===== src/rtl/mips_multicycle_ctrl_pkg.sv =====
// Shared encodings for the multicycle MIPS sequencing controller and ALU control.
package mips_multicycle_ctrl_pkg;

  // State encodings, visible on the State output
  localparam logic [2:0] ST_IDLE      = 3'd0;
  localparam logic [2:0] ST_FETCH     = 3'd1;
  localparam logic [2:0] ST_DECODE    = 3'd2;
  localparam logic [2:0] ST_EXECUTE   = 3'd3;
  localparam logic [2:0] ST_WRITEBACK = 3'd4;
  localparam logic [2:0] ST_TRAP      = 3'd5;
  localparam logic [2:0] ST_HALT      = 3'd6;

  typedef enum logic [2:0] {
    StIdle      = ST_IDLE,
    StFetch     = ST_FETCH,
    StDecode    = ST_DECODE,
    StExecute   = ST_EXECUTE,
    StWriteback = ST_WRITEBACK,
    StTrap      = ST_TRAP,
    StHalt      = ST_HALT
  } state_e;

  // R-type funct codes supported by the datapath
  localparam logic [5:0] FN_ADD = 6'd32;
  localparam logic [5:0] FN_SUB = 6'd34;
  localparam logic [5:0] FN_AND = 6'd36;
  localparam logic [5:0] FN_OR  = 6'd37;
  localparam logic [5:0] FN_NOR = 6'd39;
  localparam logic [5:0] FN_SLT = 6'd42;

  // ALUOp encodings handed to ALU control
  localparam logic [1:0] ALUOP_RTYPE = 2'b10;
  localparam logic [1:0] ALUOP_ADD   = 2'b00;

endpackage


===== src/rtl/mips_multicycle_ctrl_funct_legal.sv =====
// Combinational check: is this funct one of the R-type operations the datapath implements?
module mips_funct_legal
  import mips_multicycle_ctrl_pkg::*;
(
  input  logic [5:0] funct,
  output logic       legal
);

  // Match against the supported funct set
  always_comb begin
    legal = 1'b0;
    case (funct)
      FN_ADD, FN_SUB, FN_AND, FN_OR, FN_NOR, FN_SLT: legal = 1'b1;
      default:                                      legal = 1'b0;
    endcase
  end

endmodule


===== src/rtl/mips_multicycle_ctrl.sv =====
// Multicycle sequencing controller: FETCH/DECODE/EXECUTE/WRITEBACK with trap, halt and
// a saturating retired-instruction counter. All outputs are registered from the next state.
module mips_multicycle_ctrl
  import mips_multicycle_ctrl_pkg::*;
#(
  parameter int unsigned EXEC_CYCLES  = 1,
  parameter logic [5:0]  RTYPE_OP     = 6'h00,
  parameter bit          CHECK_OPCODE = 1'b0,
  parameter int unsigned CNT_W        = 16
) (
  input  logic             CLK,
  input  logic             RESET_N,
  input  logic             Run,
  input  logic [31:0]      INSTRUCTION,
  output logic             PCWrite,
  output logic             IRWrite,
  output logic [1:0]       ALUOp,
  output logic             RegWrite,
  output logic [2:0]       State,
  output logic             Halted,
  output logic             IllegalFunct,
  output logic [CNT_W-1:0] InstrCount
);

  localparam logic [3:0] ExecLast = 4'(EXEC_CYCLES - 1);

  state_e     state_q, state_d;
  logic [5:0] opcode_q;
  logic [5:0] funct_q;
  logic       instr_zero_q;
  logic [3:0] exec_cnt_q;
  logic       funct_ok;

  mips_funct_legal u_funct_legal (
    .funct (funct_q),
    .legal (funct_ok)
  );

  assign State = state_q;

  // Next-state decode; Run only matters in IDLE, WRITEBACK and TRAP
  always_comb begin
    state_d = state_q;
    unique case (state_q)
      StIdle:      if (Run) state_d = StFetch;
      StFetch:     state_d = StDecode;
      StDecode: begin
        if (instr_zero_q) begin
          state_d = StHalt;
        end else if (CHECK_OPCODE && (opcode_q != RTYPE_OP)) begin
          state_d = StTrap;
        end else if (!funct_ok) begin
          state_d = StTrap;
        end else begin
          state_d = StExecute;
        end
      end
      StExecute:   if (exec_cnt_q == ExecLast) state_d = StWriteback;
      StWriteback: state_d = Run ? StFetch : StIdle;
      StTrap:      state_d = Run ? StFetch : StIdle;
      StHalt:      state_d = StHalt;
      default:     state_d = StIdle;
    endcase
  end

  // State, decode latches, exec counter and Moore outputs registered from the next state
  always_ff @(posedge CLK or negedge RESET_N) begin
    if (!RESET_N) begin
      state_q      <= StIdle;
      opcode_q     <= '0;
      funct_q      <= '0;
      instr_zero_q <= 1'b0;
      exec_cnt_q   <= '0;
      PCWrite      <= 1'b0;
      IRWrite      <= 1'b0;
      ALUOp        <= ALUOP_ADD;
      RegWrite     <= 1'b0;
      Halted       <= 1'b0;
      IllegalFunct <= 1'b0;
      InstrCount   <= '0;
    end else begin
      state_q <= state_d;

      // The word is valid through FETCH/DECODE; capture it as the IR loads so
      // DECODE decides from stable registered fields
      if (state_q == StFetch) begin
        opcode_q     <= INSTRUCTION[31:26];
        funct_q      <= INSTRUCTION[5:0];
        instr_zero_q <= (INSTRUCTION == 32'h0);
      end

      // Zero on EXECUTE entry, count while staying
      if ((state_q == StExecute) && (state_d == StExecute)) begin
        exec_cnt_q <= exec_cnt_q + 4'd1;
      end else begin
        exec_cnt_q <= '0;
      end

      IRWrite      <= (state_d == StFetch);
      PCWrite      <= (state_d == StWriteback) || (state_d == StTrap);
      RegWrite     <= (state_d == StWriteback);
      IllegalFunct <= (state_d == StTrap);
      ALUOp        <= ((state_d == StExecute) || (state_d == StWriteback)) ? ALUOP_RTYPE
                                                                           : ALUOP_ADD;
      if (state_d == StHalt) Halted <= 1'b1;

      // Retire on WRITEBACK entry, saturating at all-ones
      if ((state_d == StWriteback) && (InstrCount != '1)) begin
        InstrCount <= InstrCount + 1'b1;
      end
    end
  end

endmodule


===== config.mk =====
export PLATFORM = sky130hd
export DESIGN_NAME = mips_multicycle_ctrl
export DESIGN_NICKNAME = d
export VERILOG_FILES = /design/src/rtl/mips_multicycle_ctrl_pkg.sv /design/src/rtl/mips_multicycle_ctrl_funct_legal.sv /design/src/rtl/mips_multicycle_ctrl.sv
export SDC_FILE = /design/constraint.sdc
export NUM_CORES = 1
export LEC_CHECK = 0
export BUFFER_PORTS_ARGS = -buffer_cell sky130_fd_sc_hd__buf_2
export CAP_MARGIN = 40
export CORE_ASPECT_RATIO = 2
export CORE_MARGIN = 10
export CORE_UTILIZATION = 55
export CTS_BUF_LIST = sky130_fd_sc_hd__clkbuf_8
export CTS_CLUSTER_SIZE = 24
export DETAILED_ROUTE_END_ITERATION = 16
export PLACE_DENSITY = 0.88
export SLEW_MARGIN = 0
export SYNTH_ARGS = -nofsm -noshare
export SYNTH_HDL_FRONTEND = slang
export SYNTH_SLANG_ARGS = --single-unit

===== constraint.sdc =====
create_clock -name CLK -period 6.65 [get_ports CLK]
set_input_delay 0.665 -clock CLK [delete_from_list [all_inputs] [get_ports CLK]]
set_output_delay 0.665 -clock CLK [all_outputs]
set_load 0.01 [all_outputs]

# After elaboration in Yosys (flattened, before gate mapping)
# Index checks and enable logic that the tools add are counted.
[word_totals] regBits=37 input_bits=35 out_inout_bits=26
[classes] addsub=2 eq_ne=18 n_reduce_logical=9 mux=9
[ops] op="6-bit equality test, second input constant" n=6
[ops] op="32-bit zero test" n=1
[ops] op="3-bit equality test, second input constant" n=6
[ops] op="3-bit one-hot mux with 6 select lines" n=1
[ops] op="16-bit by 1-bit adder with 16-bit output, second input constant" n=1
[ops] op="16-bit != test, second input constant" n=1
[ops] op="3-bit two-way mux" n=4
[ops] op="3-bit by 2-bit equality test with 1-bit output, second input constant" n=3
[ops] op="3-bit by 1-bit equality test with 1-bit output, second input constant" n=2
[ops] op="6-bit OR reduction" n=1
[ops] op="4-bit by 1-bit adder with 4-bit output, second input constant" n=1
[ops] op="4-bit zero test" n=1
[ops] op="4-bit two-way mux" n=1
[ops] op="3-bit zero test" n=1
[ops] op="1-bit logical AND" n=2
[ops] op="1-bit logical OR" n=2
[ops] op="1-bit two-way mux" n=2
[ops] op="2-bit two-way mux" n=1
[ops] op="2-bit OR reduction" n=1

# Logic depth before layout (Yosys ltp)
[logic_depth] depth_word=9 depth_mapped=7

# Cells and area by module
# A second synthesis with hierarchy kept.
[unflattened] hier_cells=160 area_unflattened_um2=1835.5
[by_module_without_submodules] module="mips_multicycle_ctrl" area_per_inst_um2=1796.7 cells_each=156 seq_area_each_um2=900.9 instances=1
[by_module_without_submodules] module="mips_funct_legal" area_per_inst_um2=38.8 cells_each=4 seq_area_each_um2=0.0 instances=1

# Worst setup path before layout
# OpenSTA, ideal clock, no wires.
[synth_path] path_kind="reg2reg" startpoint="register exec_cnt_q[0]" endpoint="register InstrCount[15]" synth_period_minus_slack_ns=2.094 path_slack_ns=4.556 required_time_ns=6.522 stages_incl_launch_ff=7 arrival_time_ns=1.967 path_cell_list="dfrtp_1 inv_1 ha_1 or3b_4 or4_4 nor3_2 mux2_1"
[synth_via] elab_chain_len=5
[synth_rtl] item="from (decl)" line_no="mips_multicycle_ctrl.sv:31" text="logic [3:0] exec_cnt_q;"
[synth_rtl] item="from (signal assigned)" line_no="mips_multicycle_ctrl.sv:94" text="exec_cnt_q <= exec_cnt_q + 4'd1;"
[synth_rtl] item="4-bit zero test" line_no="mips_multicycle_ctrl.sv:58" text="StExecute: if (exec_cnt_q == ExecLast) state_d = StWriteback;"
[synth_rtl] item="3-bit two-way mux" line_no="mips_multicycle_ctrl.sv:58"
[synth_rtl] item="3-bit one-hot mux with 6 select lines" line_no="mips_multicycle_ctrl.sv:44" text="unique case (state_q)"
[synth_rtl] item="3-bit equality test" line_no="mips_multicycle_ctrl.sv:108" text="if ((state_d == StWriteback) && (InstrCount != '1)) begin"
[synth_rtl] item="1-bit logical AND" line_no="mips_multicycle_ctrl.sv:108"
[synth_rtl] item="to (signal assigned)" line_no="mips_multicycle_ctrl.sv:109" text="InstrCount <= InstrCount + 1'b1;"
[synth_rtl] item="to (decl)" line_no="mips_multicycle_ctrl.sv:22" text="output logic [CNT_W-1:0] InstrCount"
# Every way passes these cells.
# A chain may end at the register's enable or synchronous reset.

# Worst setup path after layout
# Ends and elaborated chain as after synthesis.

==> key figures <==
Clock network
  – Root Buffer: clkbuf_8
  – Worst-Skew Late Latency: 290 ps
  – Max Buffers Root-to-Sink: 2
  – Clock transition at the registers of the reported paths: 70 ps
  – Post-cts resize count: 0
  – CTS tree: yes
  – CTS Hold Buffers Added: 0
  – Post-CTS setup repair buffer count: 0
  – Clk sinks: 36
  – H-tree Lvls: 2
  – TritonCTS Buffers: 5

Worst setup path
  – Reg2reg end: InstrCount[15]$_DFFE_PN0P_
  – Top delay family on crit path: simple AND/OR/NAND/NOR gates
  – Worst EP arrival: 2370 ps
  – R2R setup slack: 4450 ps
  – Critical path class: register to register
  – RR Startpoint: exec_cnt_q[0]$_DFF_PN0_
  – CP max FO: 5
  – CP endpoint kind: register
  – Cells on worst reg2reg path: 6
  – Critical path's slowest cell: or4_4
  – Worst setup SP type: register
  – Slowest stage delay, CP: 590 ps
  – Worst Path Buf+Inv: 1
  – Critical-path cell list: inv_1 -> ha_1 -> or3b_4 -> or4_4 -> nor3_2 -> mux2_1
  – CP required: 6820 ps

Layout
  – Final std cells w/o fill: 247
  – Diodes inserted: 0
  – Share of cells above drive strength 1: 40.1%
  – Finished Cell Area: 0.00218 mm²
  – Nets@finish: 254
  – Area Growth Syn to Fin: 24.5%
  – Filler cell count: 232
  – Layout Utilization: 72.2%

Yosys
  – Top FF cell, synth: dfrtp_1
  – Yosys top cell area share: 51.5%
  – Synth area leader: dfrtp_1
  – Number of synthesized flops with an enable pin: 0
  – Synth top area cells: dfrtp_1, xor2_1, mux2_2
  – Library cells used by synthesis: 44
  – Yosys reg bits: 36
  – Syn Std Cell Area: 0.00175 mm²
  – Post-synth ARST share: 100%
  – Yosys warning total: 0
  – Synth Instances: 152
  – Share of the yosys chip area belonging to registers: 51.5%
  – Syn Area/Cell: 11.5 µm²
  – Syn_nets: 190

Timing
  – Clock skew: 9.47 ps
  – Pin slew with the least headroom to its limit: 780 ps
  – Worst rel slew slack: 48.0%
  – Final setup viols: 0
  – RSZ-0062 raised after global routing: false
  – Max frequency: 0.454 GHz
  – Fin. Hold Viols: 0
  – Final worst-path cycle share: 33.1%
  – Setup TNS: 0 ps
  – Count of final max-slew check failures: 0
  – Final min period: 2200 ps

Flow run
  – Max cap viols: 0

Floorplanning
  – Starting Density: 58.0%
  – I/O Pins: 61
  – Cell row count: 28
  – Core area: 0.00301 mm²
  – Die X: 59.9 µm
  – DIE HEIGHT: 99.7 µm
  – Die Footprint: 0.00597 mm²

Global routing
  – Vias in the first global route: 1516
  – Grt total ovfl: 0
  – Initial antenna violation count: 0
  – First-pass GRT wire length: 6.88 mm
  – Largest net degree at the start of global routing: 37
  – GRT Total Usage: 14.5%

Place
  – Detailed placement HPWL: 3.23 mm
  – Placed cells: 239
  – Area after DPL: 0.00207 mm²
  – IO Port Bufs: 59
  – RePlAce Congestion: 0.809

Route
  – Antenna viol nets, final: 0
  – DRC viols: 0
  – Routed length per instance: 16.2 µm
  – Drt initial violations: 18
  – Routed via count: 1378
  – DR pass1 iterations: 4
  – Total detailed-routing wirelength: 3.99 mm
  – Post-DR vias/cell: 5.58

Run status
  – Status: complete, no violations

Pwr
  – VDD IR max: 0.254 mV
  – Clock share of power: 26.9%
  – Net Sw Frac: 31.0%
  – Internal power: 0.474 mW
  – Comb pwr share: 28.2%
  – Net Sw Power: 0.213 mW
  – Leakage power: 1.11 nW
  – PwrDens: 316 mW/mm²
  – Reg power frac: 44.8%

Worst hold path
  – Hold crit path type: input pin to async pin
-- state kept, by name (all words and copies together) (netlist names), 3 cells and up --
signal / cells
State: 3
funct_q: 6
InstrCount: 16
exec_cnt_q: 4
-- power groups by stage --
stage	combinational, mW	sequential (mW)	clock (mW)
3_5_place_dp	0.196	0.311	0
2_1_floorplan	0.115	0.320	0
5_1_grt	0.218	0.317	0.197
3_3_place_gp	0.193	0.311	0
6_report	0.194	0.308	0.185
4_1_cts	0.197	0.307	0.190
-- worst max-delay path by stage --
| stage | startpoint | endpoint | slack, ps | cells past startpoint |
|---|---|---|---|---|
| 2_1_floorplan | exec_cnt_q[0]$_DFF_PN0_ | InstrCount[15]$_DFFE_PN0P_ | 4560 | 6 |
| 3_3_place_gp | exec_cnt_q[0]$_DFF_PN0_ | InstrCount[15]$_DFFE_PN0P_ | 4530 | 6 |
| 5_1_grt | exec_cnt_q[0]$_DFF_PN0_ | InstrCount[14]$_DFFE_PN0P_ | 4280 | 6 |
| 4_1_cts | exec_cnt_q[0]$_DFF_PN0_ | InstrCount[15]$_DFFE_PN0P_ | 4440 | 6 |
| 6_report | exec_cnt_q[0]$_DFF_PN0_ | InstrCount[15]$_DFFE_PN0P_ | 4450 | 6 |
| 3_5_place_dp | exec_cnt_q[0]$_DFF_PN0_ | InstrCount[15]$_DFFE_PN0P_ | 4460 | 6 |
-- area by class of cell --
type                       count  area, µm²  area share (%)
timing repair buffer          59        295            13.6
multi-input combinational    107        808            37.1
sequential                    36        901            41.4
tap                           30       37.5            1.73
clock inverter                 3       38.8            1.78
clock buffer                   5       68.8            3.16
inverter                       7       26.3            1.21
-- per-stage QoR --
stage / setup slack [ps] / power (mW) / hold slack, ps
2_1_floorplan: 4560 / 0.435 / 369
3_3_place_gp: 4530 / 0.504 / 457
3_5_place_dp: 4460 / 0.508 / 470
4_1_cts: 4440 / 0.694 / 476
5_1_grt: 4280 / 0.732 / 499
6_report: 4450 / 0.687 / 452
-- cells by family after synthesis --
group	count (synthesis)	synth area share (%)
other cells	1	0.215
compound gates	11	3.87
simple gates	67	26.2
mux	9	5.80
flops	36	51.5
buf+inv	9	2.22
fa+ha+maj	3	2.15
xor+xnor	16	8.02
-- worst reg2reg max path: cells and delay by family, from the launching register on --
family / cells / cell delay (ps)
adder cells (fa/ha/maj): 1 / 140
buffers and inverters: 1 / 70
flip-flops: 1 / 410
multiplexers: 1 / 330
AND/OR/NAND/NOR: 3 / 1120
-- placed cells by master (no fill, tap or decap), types with 5 or more instances in the layout --
master,n
mux2_2,8
nand3_1,7
clkbuf_8,5
xor2_1,11
dfrtp_1,36
inv_1,8
nand4_1,6
xnor2_1,5
o21ai_0,5
buf_2,59
nor4_1,11
nor2_1,9
-- synth_stat cells (4+ instances only) --
| cell type | number |
|---|---|
| dfrtp_1 | 36 |
| inv_1 | 7 |
| mux2_2 | 8 |
| nand2_1 | 4 |
| nand2b_1 | 4 |
| nand3_1 | 7 |
| nand4_1 | 6 |
| nor2_1 | 9 |
| nor3_2 | 4 |
| nor4_1 | 11 |
| o21ai_0 | 5 |
| xnor2_1 | 5 |
| xor2_1 | 11 |
-- metal layers --
layer	global-route usage, %	vias to the layer above	routed length (µm)
met5	0	-	0
li1	-	672	-
met2	25.1	38	2270
met4	6.25	0	83
met1	14.2	661	1330
met3	6.11	7	304
Power figures use the tool's default switching activity.
